## src/rtl/spi_master_param.sv

```systemverilog
// Parametrised SPI master: all four CPOL/CPHA modes, 1..NUM_WORDS words per transfer,
// tick-based SCLK generation and programmable CS setup/hold; fully synchronous to i_clock.
module spi_master_param #(
  parameter int unsigned WORD_WIDTH = 8,
  parameter int unsigned NUM_WORDS  = 2,
  parameter int unsigned LEN_W      = 2,
  parameter int unsigned CLK_DIV    = 25,
  parameter int unsigned CS_SETUP   = 2,
  parameter int unsigned CS_HOLD    = 1
) (
  input  logic                            i_clock,
  input  logic                            i_reset,
  input  logic                            i_enable,
  input  logic                            i_start,
  input  logic [1:0]                      i_mode,
  input  logic [LEN_W-1:0]                i_num_words,
  input  logic [NUM_WORDS*WORD_WIDTH-1:0] i_tx_data,
  output logic [NUM_WORDS*WORD_WIDTH-1:0] o_rx_data,
  output logic                            o_ready,
  output logic                            o_busy,
  output logic                            o_done,
  output logic                            o_sclk,
  output logic                            o_mosi,
  input  logic                            i_miso,
  output logic                            o_cs_n
);

  localparam int unsigned TotalBits = NUM_WORDS * WORD_WIDTH;
  localparam int unsigned MaxEdges  = 2 * TotalBits;
  localparam int unsigned MaxPhase  = (CS_SETUP > CS_HOLD) ? CS_SETUP : CS_HOLD;
  localparam int unsigned MaxCnt    = (MaxEdges > MaxPhase) ? MaxEdges : MaxPhase;
  localparam int unsigned CntW      = $clog2(MaxCnt + 1);
  localparam int unsigned DivW      = $clog2(CLK_DIV);

  typedef enum logic [2:0] {StIdle, StSetup, StXfer, StHold, StGap} state_e;

  state_e                state_q, state_d;
  logic [DivW-1:0]       div_q, div_d;
  logic [CntW-1:0]       cnt_q, cnt_d;
  logic [CntW-1:0]       edges_q, edges_d;
  logic [1:0]            mode_q, mode_d;
  logic [TotalBits-1:0]  tx_q, tx_d;
  logic [TotalBits-1:0]  rxsh_q, rxsh_d;
  logic [TotalBits-1:0]  rx_q, rx_d;
  logic                  sclk_q, sclk_d;
  logic                  mosi_q, mosi_d;
  logic                  cs_n_q, cs_n_d;
  logic                  ready_q, ready_d;
  logic                  busy_q, busy_d;
  logic                  done_q, done_d;

  logic                  tick;
  logic                  accept;
  logic                  leading;
  logic                  last_edge;
  int unsigned           n_words;
  logic [TotalBits-1:0]  aligned;

  always_comb begin
    state_d   = state_q;
    div_d     = div_q;
    cnt_d     = cnt_q;
    edges_d   = edges_q;
    mode_d    = mode_q;
    tx_d      = tx_q;
    rxsh_d    = rxsh_q;
    rx_d      = rx_q;
    sclk_d    = sclk_q;
    mosi_d    = mosi_q;
    done_d    = 1'b0;
    accept    = 1'b0;
    tick      = (state_q != StIdle) && (div_q == DivW'(CLK_DIV - 1));
    leading   = ~cnt_q[0];
    last_edge = (cnt_q == edges_q - CntW'(1));

    n_words = 32'(i_num_words);
    if (n_words == 0) begin
      n_words = 1;
    end else if (n_words > NUM_WORDS) begin
      n_words = NUM_WORDS;
    end
    // Left-justify the active bits so MOSI always shifts out of the top bit.
    aligned = i_tx_data << ((NUM_WORDS - n_words) * WORD_WIDTH);

    if (state_q != StIdle) begin
      div_d = tick ? '0 : div_q + DivW'(1);
    end

    if ((state_q != StIdle) && !i_enable) begin
      state_d = StIdle;
      sclk_d  = mode_q[1];
      div_d   = '0;
      cnt_d   = '0;
    end else begin
      unique case (state_q)
        StIdle: begin
          sclk_d = i_mode[1];
          if (i_start && ready_q) begin
            accept  = 1'b1;
            state_d = StSetup;
            div_d   = '0;
            cnt_d   = '0;
            mode_d  = i_mode;
            edges_d = CntW'(2 * n_words * WORD_WIDTH);
            rxsh_d  = '0;
            if (!i_mode[0]) begin
              mosi_d = aligned[TotalBits-1];
              tx_d   = aligned << 1;
            end else begin
              tx_d   = aligned;
            end
          end
        end
        StSetup: begin
          if (tick) begin
            if (cnt_q == CntW'(CS_SETUP - 1)) begin
              state_d = StXfer;
              cnt_d   = '0;
            end else begin
              cnt_d = cnt_q + CntW'(1);
            end
          end
        end
        StXfer: begin
          if (tick) begin
            sclk_d = ~sclk_q;
            cnt_d  = cnt_q + CntW'(1);
            // CPHA selects whether the leading or trailing edge is the sampling edge.
            if (leading ^ mode_q[0]) begin
              rxsh_d = {rxsh_q[TotalBits-2:0], i_miso};
            end else if (leading || !last_edge) begin
              mosi_d = tx_q[TotalBits-1];
              tx_d   = tx_q << 1;
            end
            if (last_edge) begin
              state_d = StHold;
              cnt_d   = '0;
            end
          end
        end
        StHold: begin
          if (tick) begin
            if (cnt_q == CntW'(CS_HOLD - 1)) begin
              state_d = StGap;
              cnt_d   = '0;
              done_d  = 1'b1;
              rx_d    = rxsh_q;
            end else begin
              cnt_d = cnt_q + CntW'(1);
            end
          end
        end
        StGap: begin
          if (tick) begin
            state_d = StIdle;
          end
        end
        default: state_d = StIdle;
      endcase
    end

    ready_d = (state_q == StIdle) && i_enable && !accept;
    busy_d  = (state_d != StIdle);
    cs_n_d  = (state_d == StIdle) || (state_d == StGap);
  end

  always_ff @(posedge i_clock or posedge i_reset) begin
    if (i_reset) begin
      state_q <= StIdle;
      div_q   <= '0;
      cnt_q   <= '0;
      edges_q <= '0;
      mode_q  <= '0;
      tx_q    <= '0;
      rxsh_q  <= '0;
      rx_q    <= '0;
      sclk_q  <= 1'b0;
      mosi_q  <= 1'b0;
      cs_n_q  <= 1'b1;
      ready_q <= 1'b0;
      busy_q  <= 1'b0;
      done_q  <= 1'b0;
    end else begin
      state_q <= state_d;
      div_q   <= div_d;
      cnt_q   <= cnt_d;
      edges_q <= edges_d;
      mode_q  <= mode_d;
      tx_q    <= tx_d;
      rxsh_q  <= rxsh_d;
      rx_q    <= rx_d;
      sclk_q  <= sclk_d;
      mosi_q  <= mosi_d;
      cs_n_q  <= cs_n_d;
      ready_q <= ready_d;
      busy_q  <= busy_d;
      done_q  <= done_d;
    end
  end

  assign o_rx_data = rx_q;
  assign o_ready   = ready_q;
  assign o_busy    = busy_q;
  assign o_done    = done_q;
  assign o_sclk    = sclk_q;
  assign o_mosi    = mosi_q;
  assign o_cs_n    = cs_n_q;

endmodule

```

## config.mk

```make
export PLATFORM = sky130hd
export DESIGN_NAME = spi_master_param
export DESIGN_NICKNAME = d
export VERILOG_FILES = /design/src/rtl/spi_master_param.sv
export SDC_FILE = /design/constraint.sdc
export NUM_CORES = 1
export LEC_CHECK = 0
export BUFFER_PORTS_ARGS = -buffer_cell sky130_fd_sc_hd__buf_2
export CAP_MARGIN = 20
export CORE_AREA = 2 2 84 86
export DETAILED_ROUTE_END_ITERATION = 7
export DIE_AREA = 0 0 86 88
export PLACE_DENSITY = 0.77
export RECOVER_POWER = 50
export SLEW_MARGIN = 5
export SYNTH_ARGS = -nofsm -noshare
export SYNTH_HDL_FRONTEND = slang
export SYNTH_SLANG_ARGS = --single-unit
```

## constraint.sdc

```tcl
create_clock -name i_clock -period 2.95 [get_ports i_clock]
set_input_delay 0.4425 -clock i_clock [delete_from_list [all_inputs] [get_ports i_clock]]
set_output_delay 0.4425 -clock i_clock [all_outputs]
set_load 0.05 [all_outputs]
```

==> flow_summary.toml, run 1 <==
[sta]
post-route-min-period_ps = 2250
worst_clock_skew_ps = 8.09
fmax_mhz = 444
hold_viol_final = 0
slew_headroom = 0.166
period_share = 0.764
fin_setup_tns_ps = 0
drv_slew = 0
finalSetupViolCount = 0
worstMarginPinSlew_ps = 1250
rsz0062_at_grt = "no"

[cts]
clk-insertion-delay-late_ps = 340
cts_tree = "done"
post_cts_resized = 0
clk_pin_slew_ps = 70
root_buffer = "clkbuf_8"
h-tree-depth = 3
cts_setup_buffers = 0
cts_buffers = 9
cts_sinks = 72
cts_buffer_depth = 2
hold_buffers = 0

[finish]
drive_gt1_frac = 0.237
nNetsFinal = 441
syn_to_final_growth_pct = 12.1
fillers = 557
diodes = 0
layoutNonFillerInstCount = 494

[logic_synthesis]
synthXorXnorAreaFrac = 0.0116
synth_ff_type = "dfrtp_1"
synth_compound_gate_area_share = 0.106
synthMuxAreaShare = 0.157
ys_warn_count = 0
syn_area_per_cell_um2 = 10.2
ys_ff_latch = 72
synthCells = 371
synth_fp_nets = 402
synth_top_family_by_area = "simple AND/OR/NAND/NOR gates"
ys_seq_area_frac = 0.476
synth_edf_count = 0
ys_types = 57
synth_area_um2 = 3790
synth_fa_ha_area_frac = 0.0198
synth-simple-area-share = 0.173
ys_async_sr_fraction = 1.00

[run]
max_cap_viol_count = 0

[setup_path]
cp_max_fo = 16
critical_path.startpoint_type = "register"
crit_required_ps = 3180
worstPathArrival_ps = 2480
critical_path_class = "register to register"
cp-end-kind = "register"
reg2reg_depth = 7

[drt]
via_per_inst = 5.72
drt_pass1_iterations = 5
wirelength_um = 7380
dr.first_iter.drc_count = 145
antenna_left = 0
vias = 2826
wl_per_cell_um = 14.9
drcViolationCount = 0

[placement]
placedCellCount = 479
portBuffers = 45
dp_hpwl_um = 5170
gp_congestion = 0.880

[power]
p_switching_uw = 959
p_seq_frac = 0.448
swShare = 0.318
power.share.combinational = 0.247
internal_power_mw = 2.06
p_clk_frac = 0.304
p_leak_nw = 2.00
p_per_area_nw_per_um2 = 710
power_mw = 3.02
ir_worst_vdd_mv = 0.326

[global_route]
grt_pass1_vias = 2676
antenna_found_initial = 0
grt_overflow = 0
grt_use_total = 0.213
grt_max_degree = 35
grt_pass1_wl_um = 12600

[hold_path]
whs_path_depth = 3
hold_path.class = "input pin to register"

[status]
status = "finished clean"

[floorplanning]
ios = 47
placementRows = 30
core_area_um2 = 6640
start_util = 0.570
fp.dieH_um = 88
fp.dieW_um = 86
die_area_um2 = 7570
==> power groups by stage <==
stage	clock network (mW)	registers, mW	logic, mW
2_1_floorplan	0	1.42	0.551
3_3_place_gp	0	1.36	0.730
3_5_place_dp	0	1.36	0.756
4_1_cts	0.935	1.35	0.757
5_1_grt	0.971	1.38	0.834
6_report	0.919	1.35	0.747
==> critical path, stage by stage (launching register included) <==
cell and delay, ps:
dfrtp_1 410, inv_1 60, ha_1 200, and4b_2 270, nand3_1 140, nor3_2 90
o22ai_4 560, mux2_2 410
==> layout make-up <==
class / count / area, µm² / area share
clock buffers: 10 / 128 / 0.0300
clock inverters: 5 / 106 / 0.0250
inverters: 24 / 90.1 / 0.0212
multi-input cells: 253 / 1780 / 0.419
flip-flops and latches: 72 / 1800 / 0.424
well taps: 80 / 100 / 0.0236
repair buffers: 50 / 241 / 0.0568
==> cells in the mapped netlist (4+ instances only) <==
library cell | n | area share
dfrtp_1 | 71 | 0.47
nand2_1 | 38 | 0.038
o21ai_0 | 38 | 0.050
nand3_1 | 33 | 0.044
inv_1 | 24 | 0.024
mux2_2 | 24 | 0.071
nor2_1 | 16 | 0.016
mux2i_1 | 14 | 0.037
clkbuf_1 | 11 | 0.011
mux2_4 | 10 | 0.040
a21oi_1 | 6 | 0.0079
ha_1 | 6 | 0.020
nand2b_1 | 5 | 0.0083
nand4_1 | 5 | 0.0083
a31oi_1 | 4 | 0.0066
buf_2 | 4 | 0.0053
==> final timing paths <==
path | startpoint | end | slack (ps)
min in group asynchronous | i_reset | o_busy$_DFF_PP0_ | 410
setup reg to reg | div_q[0]$_DFF_PP0_ | tx_q[5]$_DFFE_PP0P_ | 700
hold / removal | i_mode[1] | mode_q[1]$_DFFE_PP0P_ | 320
max in group asynchronous | i_reset | edges_q[4]$_DFFE_PP0P_ | 810
hold reg to reg | mode_q[1]$_DFFE_PP0P_ | mode_q[1]$_DFFE_PP0P_ | 480
setup / recovery | div_q[0]$_DFF_PP0_ | tx_q[5]$_DFFE_PP0P_ | 700
==> flip-flops by register name, indices dropped and copies added, names as in the netlist <==
register	flops
o_busy	1
state_q	3
o_sclk	1
edges_q	2
o_rx_data	16
o_ready	1
div_q	5
o_cs_n	1
tx_q	16
o_mosi	1
rxsh_q	16
mode_q	2
cnt_q	6
o_done	1
==> cell usage in the layout (no fill, tap or decap), types with 2 or more instances in the layout <==
cell type	synthesis	layout
dfrtp_1	71	71
nand2_1	38	38
o21ai_0	38	38
buf_2	4	34
nand3_1	33	33
mux2_2	24	24
inv_1	24	24
nor2_1	16	16
mux2i_1	14	14
clkbuf_1	11	14
mux2_4	10	10
clkbuf_8	0	9
ha_1	6	6
nand2b_1	5	5
a21oi_1	6	5
nand4_1	5	5
a31oi_1	4	4
nor2b_1	3	3
a32o_1	3	3
and2_1	3	3
xor2_1	3	3
bufinv_16	0	3
buf_4	1	3
nor4_1	2	2
or3b_2	2	2
and3_1	2	2
xnor2_1	2	2
a22o_1	2	2
or3_1	2	2
nand4b_1	2	2
nor3_1	2	2
and4_1	2	2
nor3b_1	2	2
o31ai_1	2	2
==> stage by stage <==
step                utilization  setup slack (ps)  hold slack [ps]  instance area, µm²
floorplan                     -               684              438                3790
detailed placement        0.608               709              465                4040
global route              0.640               328              323                4250
global placement          0.608               735              459                4040
finish                    0.640               698              319                4250
CTS                       0.643               692              201                4270
==> cell families after synthesis <==
group / count (synthesis)
AOI/OAI and AO/OA: 65
xor gates and xnor gates: 5
adders and majority gates: 6
buffers and inverters: 46
DFF: 72
muxes: 50
and+or+nand+nor: 127
==> per-layer routing <==
metal	wire length [µm]	global-route usage	up-vias
met5	0	0	-
met4	55	0.0664	0
met3	253	0.0481	6
met2	3610	0.346	66
met1	3470	0.287	1378
li1	-	-	1376
(Power assumes the default switching activity.)
==> run 2, diff against run 1 <==
Clock period 2.95 ns to 2.25 ns, I/O delays scaled along.
==> flow_summary.toml, run 2 (synthesized netlist as in run 1, its figures left out) <==
[setup_path]
critical_path.startpoint_type = "register"
cp.depth = 8
crit_required_ps = 2490
slowest_delay_ps = 430
reg2reg_depth = 8
cp_max_fo = 16
cpLargestDelayFamily = "simple AND/OR/NAND/NOR gates"
rrSetupSlack_ps = 140
cp_cell_sequence = "inv_1, ha_1, and4b_2, nand3_1, nor3_4, o22ai_4, buf_12, mux2_4"
cp-end-kind = "register"
crit_buf_inv = 2
worstPathArrival_ps = 2350
critical_path_class = "register to register"
crit_path_top_delay_cell = "dfrtp_1"

[drt]
vias = 2847
dr.first_iter.drc_count = 234
antenna_left = 0
drcViolationCount = 0
wirelength_um = 7670
drt_pass1_iterations = 5
via_per_inst = 5.60
wl_per_cell_um = 15.1

[power]
ir_worst_vdd_mv = 0.435
p_leak_nw = 2.08
p_per_area_nw_per_um2 = 891

[global_route]
antenna_found_initial = 0
grt_pass1_vias = 2699
grt_max_degree = 37
grt_overflow = 0
grt_use_total = 0.225
grt_pass1_wl_um = 13200

[cts]
clk_pin_slew_ps = 80
clk-insertion-delay-late_ps = 360
root_buffer = "clkbuf_8"
cts_buffer_depth = 2
h-tree-depth = 3
cts_tree = "done"
cts_buffers = 9
cts_sinks = 72

[hold_path]
whs_path_depth = 3
hold_path.class = "input pin to register"

[sta]
slew_headroom = 0.426
fin_setup_tns_ps = 0
hold_viol_final = 0
finalSetupViolCount = 0
worstMarginPinSlew_ps = 860
worst_clock_skew_ps = 8.47
period_share = 0.939
drv_slew = 0
post-route-min-period_ps = 2110
holdWs_ps = 201
fmax_mhz = 473
rsz0062_at_grt = "no"

[placement]
gp_congestion = 0.907
dp_hpwl_um = 5290
portBuffers = 45

[finish]
fillers = 522
syn_to_final_growth_pct = 15.0
final_common_cell = "dfrtp_1"
drive_gt1_frac = 0.266
final_cell_mix = "71 x dfrtp_1, 38 x nand2_1, 38 x o21ai_0"
nNetsFinal = 454
diodes = 0

[status]
status = "finished clean"

[floorplanning]
start_util = 0.570
die_area_um2 = 7570
ios = 47
placementRows = 30
fp.dieH_um = 88
core_area_um2 = 6640
fp.dieW_um = 86

[run]
max_cap_viol_count = 0
run 2: area by class of cell:
class	instances	area, µm²	share of cell area
clock buffers	9	124	0.0284
flip-flops and latches	72	1800	0.414
well taps	80	100	0.0230
repair buffers	63	372	0.0852
clock inverters	7	83.8	0.0192
multi-input cells	253	1790	0.410
inverters	24	90.1	0.0207
run 2: metal layers:
layer / wire [µm] / track usage
met1: 3710 / 0.320
met2: 3550 / 0.335
met3: 302 / 0.0547
met4: 113 / 0.0880
met5: 0 / 0
run 2: what timing repair did:
action                                  in CTS  in global routing
endpoints found under the hold margin        9                  0
setup buffers                                0                  1
hold buffers                                 1                  0
gates resized for setup                      0                  1
endpoints found under the setup margin       6                 16
pin swaps                                    1                  1
run 2: path summary, 6_finish.rpt:
path,startpoint,endpoint
max,div_q[0]$_DFF_PP0_,tx_q[10]$_DFFE_PP0P_
min,i_mode[1],mode_q[1]$_DFFE_PP0P_
max reg2reg,div_q[0]$_DFF_PP0_,tx_q[10]$_DFFE_PP0P_
min reg2reg,mode_q[1]$_DFFE_PP0P_,mode_q[1]$_DFFE_PP0P_
max in group asynchronous,i_reset,tx_q[10]$_DFFE_PP0P_
min in group asynchronous,i_reset,rxsh_q[2]$_DFFE_PP0P_
run 2: worst min-delay path, delay by kind of cell:
kind | cells | cell delay [ps]
simple gates | 2 | 90
buf+inv | 1 | 90
run 2: where the power goes:
| part | leakage, nW | internal (mW) | total (mW) | switching [mW] |
|---|---|---|---|---|
| logic | 1.00 | 0.436 | 1.04 | 0.599 |
| clock network | 0.103 | 0.533 | 1.08 | 0.547 |
| registers | 0.976 | 1.57 | 1.77 | 0.203 |
| total | 2.08 | 2.53 | 3.88 | 1.35 |
run 2: stage by stage:
step	setup slack [ps]	power, mW	instances	instance area [µm²]	utilization
floorplan	89.2	2.58	371	3790	-
global placement	74.9	2.77	490	4140	0.624
global route	34.0	4.12	508	4360	0.656
detailed placement	49.6	2.81	490	4140	0.624
CTS	12.3	3.91	507	4360	0.656
finish	138	3.88	508	4360	0.656
==> run 3, diff against run 2 <==
Settings changed: CORE_AREA 2 2 84 86 to 2 2 129 131, DIE_AREA 0 0 86 88 to 0 0 131 133, PLACE_DENSITY 0.77 to 0.37.
==> flow_summary.toml, run 3 (synthesized netlist as in run 1, its figures left out) <==
[sta]
slew_headroom = -0.243
rsz0062_at_grt = "no"
worst_clock_skew_ps = 5.90
fin_ws_ps = 155
worstMarginPinSlew_ps = 1860
fin_setup_tns_ps = 0
post-route-min-period_ps = 2090
finalSetupViolCount = 0
drv_slew = 73
fmax_mhz = 477
hold_viol_final = 0
period_share = 0.931

[cts]
cts_buffer_depth = 2
post_cts_resized = 0
cts_sinks = 72
clk_pin_slew_ps = 60
hold_buffers = 0
root_buffer = "clkbuf_16"
cts_buffers = 9
clk-insertion-delay-late_ps = 340
h-tree-depth = 3
cts_tree = "done"
cts_setup_buffers = 1

[power]
swShare = 0.334
p_leak_nw = 2.13
p_seq_frac = 0.415
p_switching_mw = 1.41
p_per_area_nw_per_um2 = 906
power.share.combinational = 0.267
internal_power_mw = 2.81
ir_worst_vdd_mv = 0.470
p_clk_frac = 0.318

[finish]
final_common_cell = "dfrtp_1"
final_cell_mix = "71 x dfrtp_1, 38 x nand2_1, 38 x o21ai_0"
diodes = 0
finalInstanceArea_um2 = 4660
drive_gt1_frac = 0.278
fillers = 1762
nNetsFinal = 461
syn_to_final_growth_pct = 22.9

[setup_path]
crit_path_top_delay_cell = "dfrtp_1"
crit_buf_inv = 2
r2r-start = "div_q[0]$_DFF_PP0_"
slowest_delay_ps = 410
reg2reg_depth = 8
critical_path.startpoint = "div_q[0]$_DFF_PP0_"
crit_required_ps = 2470
rrSetupSlack_ps = 160
critical_path.startpoint_type = "register"
endpoint = "tx_q[0]$_DFFE_PP0P_"
rr_endpoint = "tx_q[0]$_DFFE_PP0P_"
worstPathArrival_ps = 2320
cp-end-kind = "register"
cpLargestDelayFamily = "simple AND/OR/NAND/NOR gates"
cp_max_fo = 16
cp.depth = 8
cp_cell_sequence = "inv_1, ha_1, and4b_2, nand3_1, nor3_2, o22ai_4, buf_12, mux2_4"
critical_path_class = "register to register"

[floorplanning]
die_area_um2 = 17400
start_util = 0.234
fp.dieW_um = 131
placementRows = 47
core_area_um2 = 16200
ios = 47
fp.dieH_um = 133

[placement]
portBuffers = 45
dp_slack_ps = -12.5
gp_congestion = 0.755
dpl_cell_area_um2 = 4390
dp_hpwl_um = 6250

[status]
status = "finished with violations"
violations = "capacitance limit, slew limit"

[global_route]
grt_overflow = 0
grt_pass1_wl_um = 15400
grt_max_degree = 73
grt_use_total = 0.113
grt_pass1_vias = 2912
antenna_found_initial = 0

[run]
max_cap_viol_count = 1

[drt]
antenna_left = 0
dr.first_iter.drc_count = 110
drt_pass1_iterations = 4
wl_per_cell_um = 13.9
via_per_inst = 4.38
drcViolationCount = 0
wirelength_um = 9090
vias = 2866

[hold_path]
hold_path.class = "input pin to register"
run 3: cell count changes in the layout (fill, tap and decap cells not counted), moves of 2 or more:
cell / change
buf_4: +8
clkbuf_8: -9
clkinvlp_4: +2
clkbuf_16: +9
inv_6: -2
run 3: how the worst min path moves through the flow:
stage / startpoint / end / slack [ps] / depth (start not counted)
after global routing: i_miso / rxsh_q[0]$_DFFE_PP0P_ / 210 / 3
after CTS: i_reset / o_ready$_DFF_PP0_ / 100 / 3
after floorplan: mode_q[1]$_DFFE_PP0P_ / mode_q[1]$_DFFE_PP0P_ / 440 / 2
final: i_mode[1] / mode_q[1]$_DFFE_PP0P_ / 220 / 3
after detailed placement: i_reset / o_ready$_DFF_PP0_ / 470 / 3
after global placement: i_reset / div_q[0]$_DFF_PP0_ / 460 / 3
run 3: metrics by stage:
step           total power [mW]  hold WS (ps)  std cells  utilization
2_1_floorplan              2.58           438        371            -
3_3_place_gp               2.90           460        638        0.272
3_5_place_dp               2.91           466        638        0.272
4_1_cts                    4.31           103        655        0.290
5_1_grt                    4.52           213        655        0.288
6_report                   4.22           223        655        0.288
run 3: worst min-delay path, stage by stage:
cell and delay, ps:
buf_2 100, nand2_1 50, nand2_1 40
run 3: routing by layer:
metal | track usage | routed length [µm] | vias to the layer above
met5 | 0 | 0 | -
met4 | 0.0319 | 101 | 0
met3 | 0.0352 | 334 | 5
met2 | 0.169 | 4080 | 46
met1 | 0.158 | 4580 | 1393
li1 | - | - | 1422
run 3: final cells by class:
cell class	instances	area, µm²	share of cell area
multi-input combinational	253	1780	0.382
timing repair buffer	70	434	0.0932
clock inverter	6	45.0	0.00967
inverter	24	90.1	0.0193
sequential	72	1800	0.387
clock buffer	10	229	0.0492
tap	220	275	0.0591
run 3: power by group through the flow:
stage	sequential [mW]	combinational, mW	clock, mW
detailed placement	1.77	1.13	0
floorplan	1.86	0.723	0
CTS	1.76	1.15	1.41
finish	1.75	1.13	1.34
global placement	1.78	1.12	0
global route	1.80	1.26	1.45
